[src/rtl/io_port_pkg.sv]
// rtl/io_port_pkg.sv - shared io_op bit indices and printer state encodings
package io_port_pkg;

    localparam int IO_INP = 3;
    localparam int IO_OUT = 2;
    localparam int IO_SKI = 1;
    localparam int IO_SKO = 0;

    typedef enum logic [1:0] {
        P_IDLE = 2'd0,
        P_SEND = 2'd1,
        P_BUSY = 2'd2
    } prn_state_t;

endpackage

[src/rtl/io_port.sv]
// rtl/io_port.sv - programmed-I/O port: INPR/OUTR, FGI/FGO, INP/OUT/SKI/SKO
module io_port
    import io_port_pkg::*;
#(
    parameter int PRN_HOLDOFF = 4
) (
    input  logic       clk,
    input  logic       rst,
    input  logic       io_exec,
    input  logic [3:0] io_op,
    input  logic [7:0] ac_low,
    output logic [7:0] inpr,
    output logic       ld_ac_inpr,
    output logic       skip,
    output logic       fgi,
    output logic       fgo,
    input  logic [7:0] kbd_data,
    input  logic       kbd_valid,
    output logic       kbd_ready,
    output logic [7:0] prn_data,
    output logic       prn_valid,
    input  logic       prn_ready
);

    prn_state_t state, state_nxt;
    logic [7:0] outr, outr_nxt;
    logic [7:0] cnt, cnt_nxt;
    logic       fgo_nxt;
    logic       kbd_xfer;
    logic       inp_cmd;
    logic       out_cmd;

    assign kbd_ready  = ~fgi;
    assign kbd_xfer   = kbd_valid & ~fgi;
    assign inp_cmd    = io_exec & io_op[IO_INP];
    assign out_cmd    = io_exec & io_op[IO_OUT];
    assign ld_ac_inpr = inp_cmd;
    assign skip       = io_exec & ((io_op[IO_SKI] & fgi) | (io_op[IO_SKO] & fgo));
    assign prn_data   = outr;

    // Keyboard side: a transfer at the same edge as INP wins over the clear.
    always_ff @(posedge clk or posedge rst) begin
        if (rst) begin
            inpr <= 8'h00;
            fgi  <= 1'b0;
        end else if (kbd_xfer) begin
            inpr <= kbd_data;
            fgi  <= 1'b1;
        end else if (inp_cmd) begin
            fgi  <= 1'b0;
        end
    end

    always_ff @(posedge clk or posedge rst) begin
        if (rst) begin
            state <= P_IDLE;
            outr  <= 8'h00;
            cnt   <= 8'h00;
            fgo   <= 1'b1;
        end else begin
            state <= state_nxt;
            outr  <= outr_nxt;
            cnt   <= cnt_nxt;
            fgo   <= fgo_nxt;
        end
    end

    // FGO is high exactly while idle, so an OUT with fgo=0 is simply dropped.
    always_comb begin
        state_nxt = state;
        outr_nxt  = outr;
        cnt_nxt   = cnt;
        fgo_nxt   = fgo;
        prn_valid = 1'b0;
        case (state)
            P_IDLE: begin
                if (out_cmd && fgo) begin
                    outr_nxt  = ac_low;
                    fgo_nxt   = 1'b0;
                    state_nxt = P_SEND;
                end
            end
            P_SEND: begin
                prn_valid = 1'b1;
                if (prn_ready) begin
                    if (PRN_HOLDOFF == 0) begin
                        fgo_nxt   = 1'b1;
                        state_nxt = P_IDLE;
                    end else begin
                        cnt_nxt   = 8'(PRN_HOLDOFF);
                        state_nxt = P_BUSY;
                    end
                end
            end
            P_BUSY: begin
                cnt_nxt = cnt - 8'd1;
                if (cnt == 8'd1) begin
                    cnt_nxt   = 8'h00;
                    fgo_nxt   = 1'b1;
                    state_nxt = P_IDLE;
                end
            end
            default: begin
                state_nxt = P_IDLE;
            end
        endcase
    end

endmodule

[config.mk]
export PLATFORM = sky130hd
export DESIGN_NAME = io_port
export DESIGN_NICKNAME = d
export VERILOG_FILES = /design/src/rtl/io_port_pkg.sv /design/src/rtl/io_port.sv
export SDC_FILE = /design/constraint.sdc
export NUM_CORES = 1
export LEC_CHECK = 0
export BUFFER_PORTS_ARGS = -buffer_cell sky130_fd_sc_hd__buf_2
export CORE_UTILIZATION = 48
export DETAILED_ROUTE_END_ITERATION = 6
export GPL_TIMING_DRIVEN = 0
export PLACE_DENSITY = 0.82
export SLEW_MARGIN = 10
export SYNTH_ARGS = -nofsm -noshare
export SYNTH_HDL_FRONTEND = slang
export SYNTH_SLANG_ARGS = --single-unit
export TNS_END_PERCENT = 100
[constraint.sdc]
create_clock -name clk -period 2.3 [get_ports clk]
set_input_delay 0 -clock clk [delete_from_list [all_inputs] [get_ports clk]]
set_output_delay 0 -clock clk [all_outputs]
set_load 0.02 [all_outputs]
* Yosys cells after proc, flatten, opt, wreduce, memory -nomap -nowiden
Index checks and enable logic that the tools add are counted.
** Operators by class
- $add $sub $neg :: 1
- $mul :: 0
- Divide/modulo/power cells :: 0
- $lt $le $gt $ge :: 0
- Eq/ne operators :: 6
- Shift-type cells :: 0
- Multiplexer cells :: 13
- Bitwise gates (word level) :: 8
- Reduce and logical (&&, ||, !) cells :: 9
** Operator list (number)
- 8-bit 2-to-1 mux :: 2
- 8-bit one-hot mux with 2 select lines :: 1
- 8-bit by 1-bit == test with 1-bit output, second input constant :: 1
- 8-bit by 1-bit subtractor with 8-bit output, second input constant :: 1
- 1-bit AND :: 6
- 2-bit 2-to-1 mux :: 3
- 2-bit inequality test, second input constant :: 3
- 2-bit one-hot mux with 3 select lines :: 1
- 3-bit AND reduction :: 2
- 2-bit nonzero test :: 3
- 1-bit 2-to-1 mux :: 5
- 2-bit AND reduction :: 2
- 2-bit by 1-bit == test with 1-bit output, second input constant :: 1
- 2-bit == test, second input constant :: 1
- 2-bit zero test :: 1
- 1-bit one-hot mux with 2 select lines :: 1
- 1-bit logical AND :: 1
- 1-bit NOT :: 1
- 1-bit bitwise OR :: 1
** Storage, ports and cells
- Register bits :: 28
- Bits in latches :: 0
- Bits in writable memories :: 0
- Memory bits (read-only) :: 0
- Bits of input ports :: 25
- Output and inout port bits :: 22
- Memories kept :: 0

* Depth between registers and ports, before layout
Gate-level depths: netlist of run 1.
- Depth in word-level cells :: 4
- Gate-level depth with buffers :: 5
- Depth with buffers taken out :: 5

* Worst setup path after synthesis of run 1
OpenSTA, ideal clock, no wires.
- Path type :: reg-to-reg
- Start :: register cnt[1]
- End :: register cnt[4]
- Library setup time :: 0.124 ns
- Arrival :: 1.548 ns
- Required time :: 2.176 ns
- Slack :: 0.628 ns
- Stages on the path, launching flop included :: 6
- Period minus slack after synthesis :: 1.672 ns
- Path through :: dfrtp_1 inv_1 ha_1 or3b_2 o2111a_1 a211o_1
** On the way
- Cells in the longest elaborated chain, start to end :: 3
- Elaborated cells on any way between the ends :: 4
** RTL lines
- from (decl) :: line io_port.sv:27 : logic [7:0] cnt, cnt_nxt;
- from (signal assigned) :: line io_port.sv:63 : cnt <= cnt_nxt;
- 8-bit by 1-bit subtractor with 8-bit output / 8-bit by 1-bit == test with 1-bit output (equally long branches) :: line io_port.sv:96, io_port.sv:97
- 8-bit 2-to-1 mux * :: line io_port.sv:97 : if (cnt == 8'd1) begin
- 8-bit one-hot mux with 2 select lines * :: line io_port.sv:75 : case (state)
Every way passes the cells marked *; elsewhere a longest branch is shown, timed or not.
A chain may end at the register's enable or synchronous reset.

* Worst setup path in the final report of run 1
Ends and elaborated chain as after synthesis.

==> out/metrics.yaml, run 1 <==
grt:
  grt_pass1_vias: 1142
  grt_overflow_total: 0
  grt_max_degree: 29
  antenna_found_initial: 0
  grt_util_all_layers_pct: 24.4
  grt_pass1_wl_um: 4950
drt:
  routedWlPerCell_um: 15.7
  first_iter_violations: 31
  drt_wl_total_um: 3260
  drc_errors: 0
  vias_per_cell: 5.56
  via_count: 1150
  drtAntennaViolNets: 0
  drt_pass1_iterations: 4
clocking:
  ctsHoldBuffers: 19
  cts_buffers: 3
  cts_tree: "yes"
  cts.htree.levels: 1
  clkTransAtPathRegs_ns: 0.15
  clk_path_buf_depth: 2
  cts.sinks: 28
  cts_resized: 0
  clk_latency_ns: 0.33
  root_buffer: "clkbuf_4"
  post-cts-setup-buffer-count: 0
status:
  status: "finished clean"
timing:
  slew_viol_final: 0
  fin_setup_tns_ns: 0
  finalHoldViolCount: 0
  finalHoldWorstSlack_ns: 0.0150
  slew_headroom_pct: 30.0
  setup_viol: 0
  finalCriticalPeriod_ns: 1.83
  clock.fmax_ghz: 0.545
  timing.final.crit_share_pct: 79.8
  tightest_slew_ns: 1.05
  rsz0062_at_grt: "no"
  clock_skew_ns: 0.00518
finish:
  layout-drive-gt1-share_pct: 40.1
  areaGrowthSynthToFinish_pct: 39.3
  fin_nets: 205
  n_antenna_cell: 0
min_path:
  min_from: "prn_ready"
  holdPathEnd: "state[0]$_DFFE_PP0P_"
  hp-class: "in2reg"
  hold_depth: 3
floorplanning:
  die_w_um: 54.0
  die_h_um: 54.0
  start_util_pct: 51.5
  rows: 18
  design.core.area_sq_um: 2520
  dieArea_sq_um: 2920
  ioPinCount: 47
placement:
  dp_hpwl_um: 2160
  io_buffers: 46
  gp_congestion: 0.805
critical_path:
  r2r_setup_slack_ns: 0.47
  critPathRequiredTime_ns: 2.53
  arrival_ns: 2.06
  end_kind: "register"
  path_class: "reg2reg"
  ff2ff_path_depth: 5
  cp-start-kind: "register"
  r2r-end: "cnt[4]$_DFFE_PP0P_"
  path_max_fanout: 6
  r2r_start: "cnt[1]$_DFFE_PP0P_"
flow_run:
  maxCapViolations: 0
power:
  p_leak_nw: 0.863
  power_density_nw_per_um2: 655
  ir_drop_v: 0.000651
  power.total_w: 0.00119
yosys:
  yosysMostFrequentCell: "dfrtp_1"
  synth_nets: 135
  synth_ff_type: "dfrtp_1"
  synth_edf_count: 0
  ys_top_cells_by_area: "dfrtp_1 (52%), mux2_2 (15%), nor2b_1 (2.4%), dfstp_2 (2.0%), ha_1 (1.9%)"
  synth.largest_area_cell: "dfrtp_1"
  yosysSeqAreaShare_pct: 54.0
  synthCells: 108
  syn_area_sq_um: 1300
  synth_warnings: 0
  ys_types: 41
  async_flop_share_pct: 100
  ys_ff_latch: 28
  syn_area_per_cell_sq_um: 12.0
  synth_top_area_share_pct: 52.0
  synth_common_cells: "dfrtp_1 (27), mux2_2 (17), inv_1 (6)"
==> logic make-up after synthesis <==
family          count (synthesis)  synth area share (%)
fa+ha+maj                       2                  1.92
flops                          28                  54.0
mux                            17                  14.7
simple gates                   29                  13.0
compound gates                 21                  13.1
buf+inv                        11                  3.27
==> area by class of cell <==
| type | instances | area, sq um |
|---|---|---|
| buffer | 5 | 20.0 |
| fill | 180 | 712 |
| timing repair buffer | 65 | 420 |
| clock inverter | 1 | 30.0 |
| inverter | 6 | 22.5 |
| clock buffer | 3 | 22.5 |
| multi-input combinational | 69 | 556 |
| tap | 30 | 37.5 |
| sequential | 28 | 702 |
==> cell usage in the layout (no fill, tap or decap), types with 2 or more instances in the layout <==
cell type / n
ha_1: 2
nor4b_1: 2
nor2b_1: 5
buf_2: 47
nand2_1: 4
mux2_2: 17
o21ai_0: 2
inv_1: 6
clkbuf_4: 3
dlygate4sd3_1: 19
nand2b_1: 2
clkbuf_1: 4
dfrtp_1: 27
nand3_1: 4
nor2_1: 4
==> how the worst max path moves through the flow <==
stage	from	endpoint	slack (ns)	depth (start not counted)
2_1_floorplan	cnt[1]$_DFFE_PP0P_	cnt[4]$_DFFE_PP0P_	0.63	5
4_1_cts	cnt[1]$_DFFE_PP0P_	cnt[4]$_DFFE_PP0P_	0.47	5
3_5_place_dp	cnt[1]$_DFFE_PP0P_	cnt[4]$_DFFE_PP0P_	0.50	5
3_3_place_gp	cnt[1]$_DFFE_PP0P_	cnt[4]$_DFFE_PP0P_	0.54	5
5_1_grt	cnt[1]$_DFFE_PP0P_	cnt[4]$_DFFE_PP0P_	0.39	5
6_report	cnt[1]$_DFFE_PP0P_	cnt[4]$_DFFE_PP0P_	0.47	5
==> report_power, final <==
part	total (W)	switching, W	internal, W
logic	0.000287	0.000157	0.000130
registers	0.000577	0.0000292	0.000548
clock network	0.000322	0.000145	0.000176
==> state kept, by name (all words and copies together) (netlist names) <==
register  count
cnt           8
inpr          8
prn_data      8
state         2
fgi           1
fgo           1
==> per-layer routing <==
metal / vias up / track usage [%] / wire, um
met5: - / 0 / 0
met4: 0 / 10.3 / 55
met3: 4 / 2.82 / 161
met2: 46 / 46.3 / 1840
met1: 557 / 27.0 / 1200
li1: 543 / - / -
==> through the flow <==
stage	std cells	area (sq um)	setup WS, ns	util [%]
final	207	1810	0.465	71.8
after detailed placement	184	1570	0.505	62.2
after global placement	184	1570	0.537	62.2
after CTS	207	1810	0.474	71.8
after floorplan	108	1300	0.628	-
after global routing	207	1810	0.387	71.8
==> worst max-delay path: stages, from the launching register on <==
cell	delay, ns
dfrtp_1	0.48
inv_1	0.13
ha_1	0.15
or3b_2	0.50
o2111a_1	0.25
a211o_1	0.22
(Power assumes the default switching activity.)
==> run 2, diff against run 1 <==
--- a/config.mk
+++ b/config.mk
@@ -6,10 +6,10 @@
 export NUM_CORES = 1
 export LEC_CHECK = 0
 export BUFFER_PORTS_ARGS = -buffer_cell sky130_fd_sc_hd__buf_2
-export CORE_UTILIZATION = 48
+export CORE_UTILIZATION = 43
 export DETAILED_ROUTE_END_ITERATION = 6
 export GPL_TIMING_DRIVEN = 0
-export PLACE_DENSITY = 0.82
+export PLACE_DENSITY = 0.78
 export SLEW_MARGIN = 10
 export SYNTH_ARGS = -nofsm -noshare
 export SYNTH_HDL_FRONTEND = slang
==> constraint.sdc (replaced) <==
create_clock -name clk -period 1.63 [get_ports clk]
set_input_delay 0 -clock clk [delete_from_list [all_inputs] [get_ports clk]]
set_output_delay 0 -clock clk [all_outputs]
set_load 0.02 [all_outputs]
==> run 2 against run 1 <==
Effect of this change: the run now ends with DRC left; clock power down 7.1%; sequential power increased by 42%; register-to-register slack got worse by 0.46 ns; first-iteration DRC count up 52%; wire length rose by 7.9%; sequential share of layout area is 0.70 points lower; final cell count up 2.4%; clock-buffer cell count increased by 1; total power increased by 29%; via count grew 2.3%; fmax is 13% higher; highest routed layer unchanged.
==> out/metrics.yaml, run 2 (synthesis gave the netlist of run 1 again) <==
critical_path:
  critical_path_buf_inv_count: 1
  path_delay_family: "compound AO/OA/AOI/OAI gates"
  arrival_ns: 1.86
  ff2ff_path_depth: 5
  r2r_start: "cnt[1]$_DFFE_PP0P_"
  cp_num_cells: 5
  path_max_fanout: 4
  critical_path.cell_chain: "inv_2 > ha_1 > or3b_4 > o2111a_1 > a211o_1"
  cp-start-kind: "register"
  max_stage_delay_ns: 0.45
  critPathRequiredTime_ns: 1.86
  critical_path.slowest_cell: "dfrtp_2"
  startpoint: "cnt[1]$_DFFE_PP0P_"
  path_class: "reg2reg"
  end_kind: "register"
clocking:
  cts.sinks: 28
  cts_buffers: 3
  root_buffer: "clkbuf_4"
  clkTransAtPathRegs_ns: 0.15
  cts.htree.levels: 1
  cts_tree: "yes"
  clk_path_buf_depth: 2
  clk_latency_ns: 0.34
finish:
  layout_common_cells: "buf_2 (46), dfrtp_1 (25), dlygate4sd3_1 (20)"
  n_antenna_cell: 0
  layout-drive-gt1-share_pct: 44.8
  final_common_cell: "buf_2"
  areaGrowthSynthToFinish_pct: 42.3
  fillers: 226
  fin_nets: 209
  stdcell_count: 212
placement:
  gp_congestion: 0.861
  dp_hpwl_um: 2230
  io_buffers: 46
  pre_cts_slack_ns: -0.0985
  dp.cells: 185
power:
  power_density_nw_per_um2: 826
  p_leak_nw: 0.873
  ir_drop_v: 0.000604
timing:
  slew_viol_final: 0
  finalHoldViolCount: 0
  timing.final.crit_share_pct: 99.5
  fin_setup_tns_ns: 0
  finalCriticalPeriod_ns: 1.62
  slew_headroom_pct: 30.7
  finalHoldWorstSlack_ns: 0.0637
  setup_viol: 0
  layout_setup_ws_ns: 0.00737
  clock.fmax_ghz: 0.616
  tightest_slew_ns: 1.04
  clock_skew_ns: 0.00840
  rsz0062_at_grt: "yes"
drt:
  drt_wl_total_um: 3520
  dr.max_layer_used: "met4"
  drtAntennaViolNets: 0
  met2_length_um: 1910
  drc_errors: 6
  wl_met3_um: 245
  vias_per_cell: 5.55
  first_iter_violations: 47
  wl_met1_um: 1280
  routedWlPerCell_um: 16.6
  via_count: 1177
  drt_pass1_iterations: 6
floorplanning:
  start_util_pct: 46.3
  die_w_um: 57.0
  ioPinCount: 47
  rows: 19
  design.core.area_sq_um: 2810
  die_h_um: 57.0
  dieArea_sq_um: 3250
flow_run:
  maxCapViolations: 0
status:
  status: "complete, but fails checks"
  violations: "DRC"
grt:
  grt_util_all_layers_pct: 23.1
  antenna_found_initial: 0
  grt_pass1_vias: 1183
  grt_pass1_wl_um: 5550
  grt_max_degree: 29
  grt_overflow_total: 0
min_path:
  min_from: "io_op[2]"
  hold_depth: 4
  hp-class: "in2reg"
==> run 2: cell count changes in the layout (fill, tap and decap cells not counted), sizes merged <==
cell | before | now
buf | 47 | 51
bufinv | 1 | 0
dlygate4sd3 | 19 | 20
==> run 2: timing repair <==
action / 4_1_cts / 5_1_grt
pin swaps: 2 / 1
gates resized for setup: 4 / 3
endpoints found under the setup margin: 10 / 5
hold buffers: 20 / 0
buffers inserted: 4 / 1
hold endpoints to repair: 45 / 0
==> run 2: final cells by class <==
cell class	count	area (sq um)	share of cell area, %
tap	31	38.8	2.10
clock buffer	4	26.3	1.42
sequential	28	704	38.1
multi-input combinational	69	579	31.3
inverter	6	22.5	1.22
buffer	3	11.3	0.609
timing repair buffer	71	468	25.3
==> run 2: worst paths after layout <==
| path | end | slack, ns |
|---|---|---|
| max | cnt[4]$_DFFE_PP0P_ | 0.007 |
| min | state[0]$_DFFE_PP0P_ | 0.06 |
| max reg2reg | cnt[4]$_DFFE_PP0P_ | 0.007 |
| min reg2reg | prn_data[0]$_DFFE_PP0P_ | 0.52 |
| max in group asynchronous | cnt[1]$_DFFE_PP0P_ | 0.51 |
| min in group asynchronous | cnt[0]$_DFFE_PP0P_ | 0.44 |
==> run 2: tightest hold or removal path, stage by stage <==
cell and delay [ns]:
buf_2 0.09, nand3_1 0.10, mux2_2 0.15, nor2_1 0.03
==> run 2: report_power, final <==
part | leakage (nW) | switching [W] | internal (W)
registers | 0.329 | 0.0000483 | 0.000774
clock network | 0.0150 | 0.000203 | 0.0000963
logic | 0.529 | 0.000223 | 0.000184
total | 0.873 | 0.000474 | 0.00105
==> run 2: stage by stage <==
stage | total power [W] | instance area (sq um) | utilization, %
final | 0.00153 | 1850 | 66.0
after detailed placement | 0.00120 | 1580 | 56.2
after floorplan | 0.00105 | 1310 | -
after CTS | 0.00153 | 1840 | 65.5
after global placement | 0.00118 | 1580 | 56.2
after global routing | 0.00160 | 1850 | 66.0
==> run 2: layer usage <==
metal  GRT usage, %  up-vias
li1               -      543
met1           26.5      573
met2           41.2       53
met3           5.90        8
met4           9.41        0
met5              0        -
==> run 3, diff against run 2 <==
--- a/config.mk
+++ b/config.mk
@@ -6,9 +6,12 @@
 export NUM_CORES = 1
 export LEC_CHECK = 0
 export BUFFER_PORTS_ARGS = -buffer_cell sky130_fd_sc_hd__buf_2
-export CORE_UTILIZATION = 43
+export CELL_PAD_IN_SITES_DETAIL_PLACEMENT = 1
+export CELL_PAD_IN_SITES_GLOBAL_PLACEMENT = 2
+export CORE_UTILIZATION = 27
 export DETAILED_ROUTE_END_ITERATION = 6
 export GPL_TIMING_DRIVEN = 0
+export HOLD_SLACK_MARGIN = 0.08
 export PLACE_DENSITY = 0.78
 export SLEW_MARGIN = 10
 export SYNTH_ARGS = -nofsm -noshare
==> run 3 against run 2 <==
Effect of this change: the flow still finishes with violations (DRC); clock power rose by 89%; register-to-register slack better by 0.03 ns; wire length up 11%; global-route usage is 6.9 points lower; via count fell by 0.76%; combinational power increased by 2%; critical path type unchanged; critical endpoint unchanged.
==> out/metrics.yaml, run 3 (synthesis gave the netlist of run 1 again) <==
min_path:
  hold_depth: 4
  holdPathEnd: "state[0]$_DFFE_PP0P_"
  hp-class: "in2reg"
  min_from: "io_op[2]"
placement:
  dp_hpwl_um: 2560
  gp_congestion: 0.839
  io_buffers: 46
floorplanning:
  design.core.area_sq_um: 4500
  rows: 24
  start_util_pct: 28.9
  ioPinCount: 47
  dieArea_sq_um: 5100
  die_h_um: 71.4
  die_w_um: 71.4
clocking:
  clk_latency_ns: 0.28
  cts.sinks: 28
  clk_path_buf_depth: 2
  cts_tree: "yes"
  clkTransAtPathRegs_ns: 0.10
  root_buffer: "clkbuf_8"
  cts_buffers: 3
  cts.htree.levels: 1
drt:
  drc_errors: 8
  drtAntennaViolNets: 0
  via_count: 1168
  drt_wl_total_um: 3910
  vias_per_cell: 4.99
  routedWlPerCell_um: 16.7
  first_iter_violations: 68
  drt_pass1_iterations: 6
timing:
  clock.fmax_ghz: 0.626
  timing.final.crit_share_pct: 98.0
  fin_setup_tns_ns: 0
  rsz0062_at_grt: "yes"
  finalCriticalPeriod_ns: 1.60
  slew_headroom_pct: 29.2
  setup_viol: 0
  clock_skew_ns: 0.00382
  tightest_slew_ns: 1.06
  finalHoldViolCount: 0
  slew_viol_final: 0
  finalHoldWorstSlack_ns: 0.115
power:
  ir_drop_v: 0.000349
  power_density_nw_per_um2: 919
  p_leak_nw: 0.900
critical_path:
  max_stage_delay_ns: 0.57
  cp-start-kind: "register"
  path_max_fanout: 7
  path_class: "reg2reg"
  arrival_ns: 1.77
  path_delay_family: "simple AND/OR/NAND/NOR gates"
  ff2ff_path_depth: 3
  critical_path.slowest_cell: "or4_4"
  r2r_setup_slack_ns: 0.03
  r2r_start: "cnt[4]$_DFFE_PP0P_"
  r2r-end: "cnt[4]$_DFFE_PP0P_"
  critPathRequiredTime_ns: 1.81
  end_kind: "register"
  critical_path_buf_inv_count: 0
  critical_path.cell_chain: "or4_4 > o2111a_1 > a211o_1"
finish:
  final_common_cell: "buf_2"
  layout-drive-gt1-share_pct: 46.7
  layout_common_cells: "buf_2 (46), dfrtp_1 (25), dlygate4sd3_1 (20)"
  fin_nets: 210
  n_antenna_cell: 0
  areaGrowthSynthToFinish_pct: 50.3
grt:
  grt_overflow_total: 0
  grt_max_degree: 29
  grt_pass1_wl_um: 6460
  grt_pass1_vias: 1276
  grt_util_all_layers_pct: 16.3
  antenna_found_initial: 0
flow_run:
  maxCapViolations: 0
status:
  status: "complete, but fails checks"
  violations: "DRC"
==> run 3: worst max-delay path by stage <==
stage,startpoint,end,slack (ns),cells past startpoint
after floorplan,cnt[3]$_DFFE_PP0P_,cnt[4]$_DFFE_PP0P_,0.01,4
after global placement,cnt[3]$_DFFE_PP0P_,cnt[4]$_DFFE_PP0P_,-0.03,4
after detailed placement,fgo$_DFFE_PP1P_,prn_data[1]$_DFFE_PP0P_,-0.09,4
after CTS,cnt[1]$_DFFE_PP0P_,cnt[4]$_DFFE_PP0P_,0.03,5
after global routing,cnt[3]$_DFFE_PP0P_,cnt[2]$_DFFE_PP0P_,-0.05,3
final,cnt[4]$_DFFE_PP0P_,cnt[4]$_DFFE_PP0P_,0.03,3
==> run 3: final cells by class <==
| cell class | instances | area, sq um |
|---|---|---|
| Fill cell | 491 | 2550 |
| Sequential cell | 28 | 704 |
| Multi-Input combinational cell | 69 | 604 |
| Timing Repair Buffer | 72 | 475 |
| Tap cell | 52 | 65.1 |
| Clock buffer | 3 | 41.3 |
| Clock inverter | 1 | 30.0 |
| Inverter | 6 | 22.5 |
| Buffer | 3 | 11.3 |
==> run 3: per-stage QoR <==
| stage | setup WS (ns) | area [sq um] | util (%) | instances | total power (W) |
|---|---|---|---|---|---|
| after floorplan | 0.0104 | 1310 | - | 108 | 0.00105 |
| after global placement | -0.0323 | 1600 | 35.6 | 206 | 0.00118 |
| after detailed placement | -0.0892 | 1600 | 35.6 | 206 | 0.00120 |
| after CTS | 0.0268 | 1920 | 42.6 | 232 | 0.00180 |
| after global routing | -0.0490 | 1950 | 43.4 | 234 | 0.00187 |
| final | 0.0333 | 1950 | 43.4 | 234 | 0.00180 |
==> run 3: worst min-delay path, cell delays in order <==
cell	delay [ns]
buf_2	0.10
nand3_1	0.09
mux2_2	0.15
nor2_1	0.03
==> run 3: timing repair <==
| item | 4_1_cts | 5_1_grt |
|---|---|---|
| pin swaps | 0 | 2 |
| buffers inserted | 4 | 2 |
| gates resized for setup | 8 | 4 |
| hold buffers | 20 | 0 |
| endpoints found under the setup margin | 12 | 5 |
| endpoints found under the hold margin | 45 | 0 |
==> run 3: per-layer routing <==
| layer | vias up | part of all wire, % | global-route usage, % |
|---|---|---|---|
| met2 | 40 | 53 | 30.7 |
| met1 | 576 | 39 | 18.5 |
| met4 | 0 | 1.5 | 5.11 |
| met5 | - | 0 | 0 |
| li1 | 545 | - | - |
| met3 | 7 | 5.5 | 2.95 |
==> run 3: power by group <==
part | internal, W | switching (W)
logic | 0.000185 | 0.000230
clock network | 0.000329 | 0.000234
registers | 0.000774 | 0.0000442
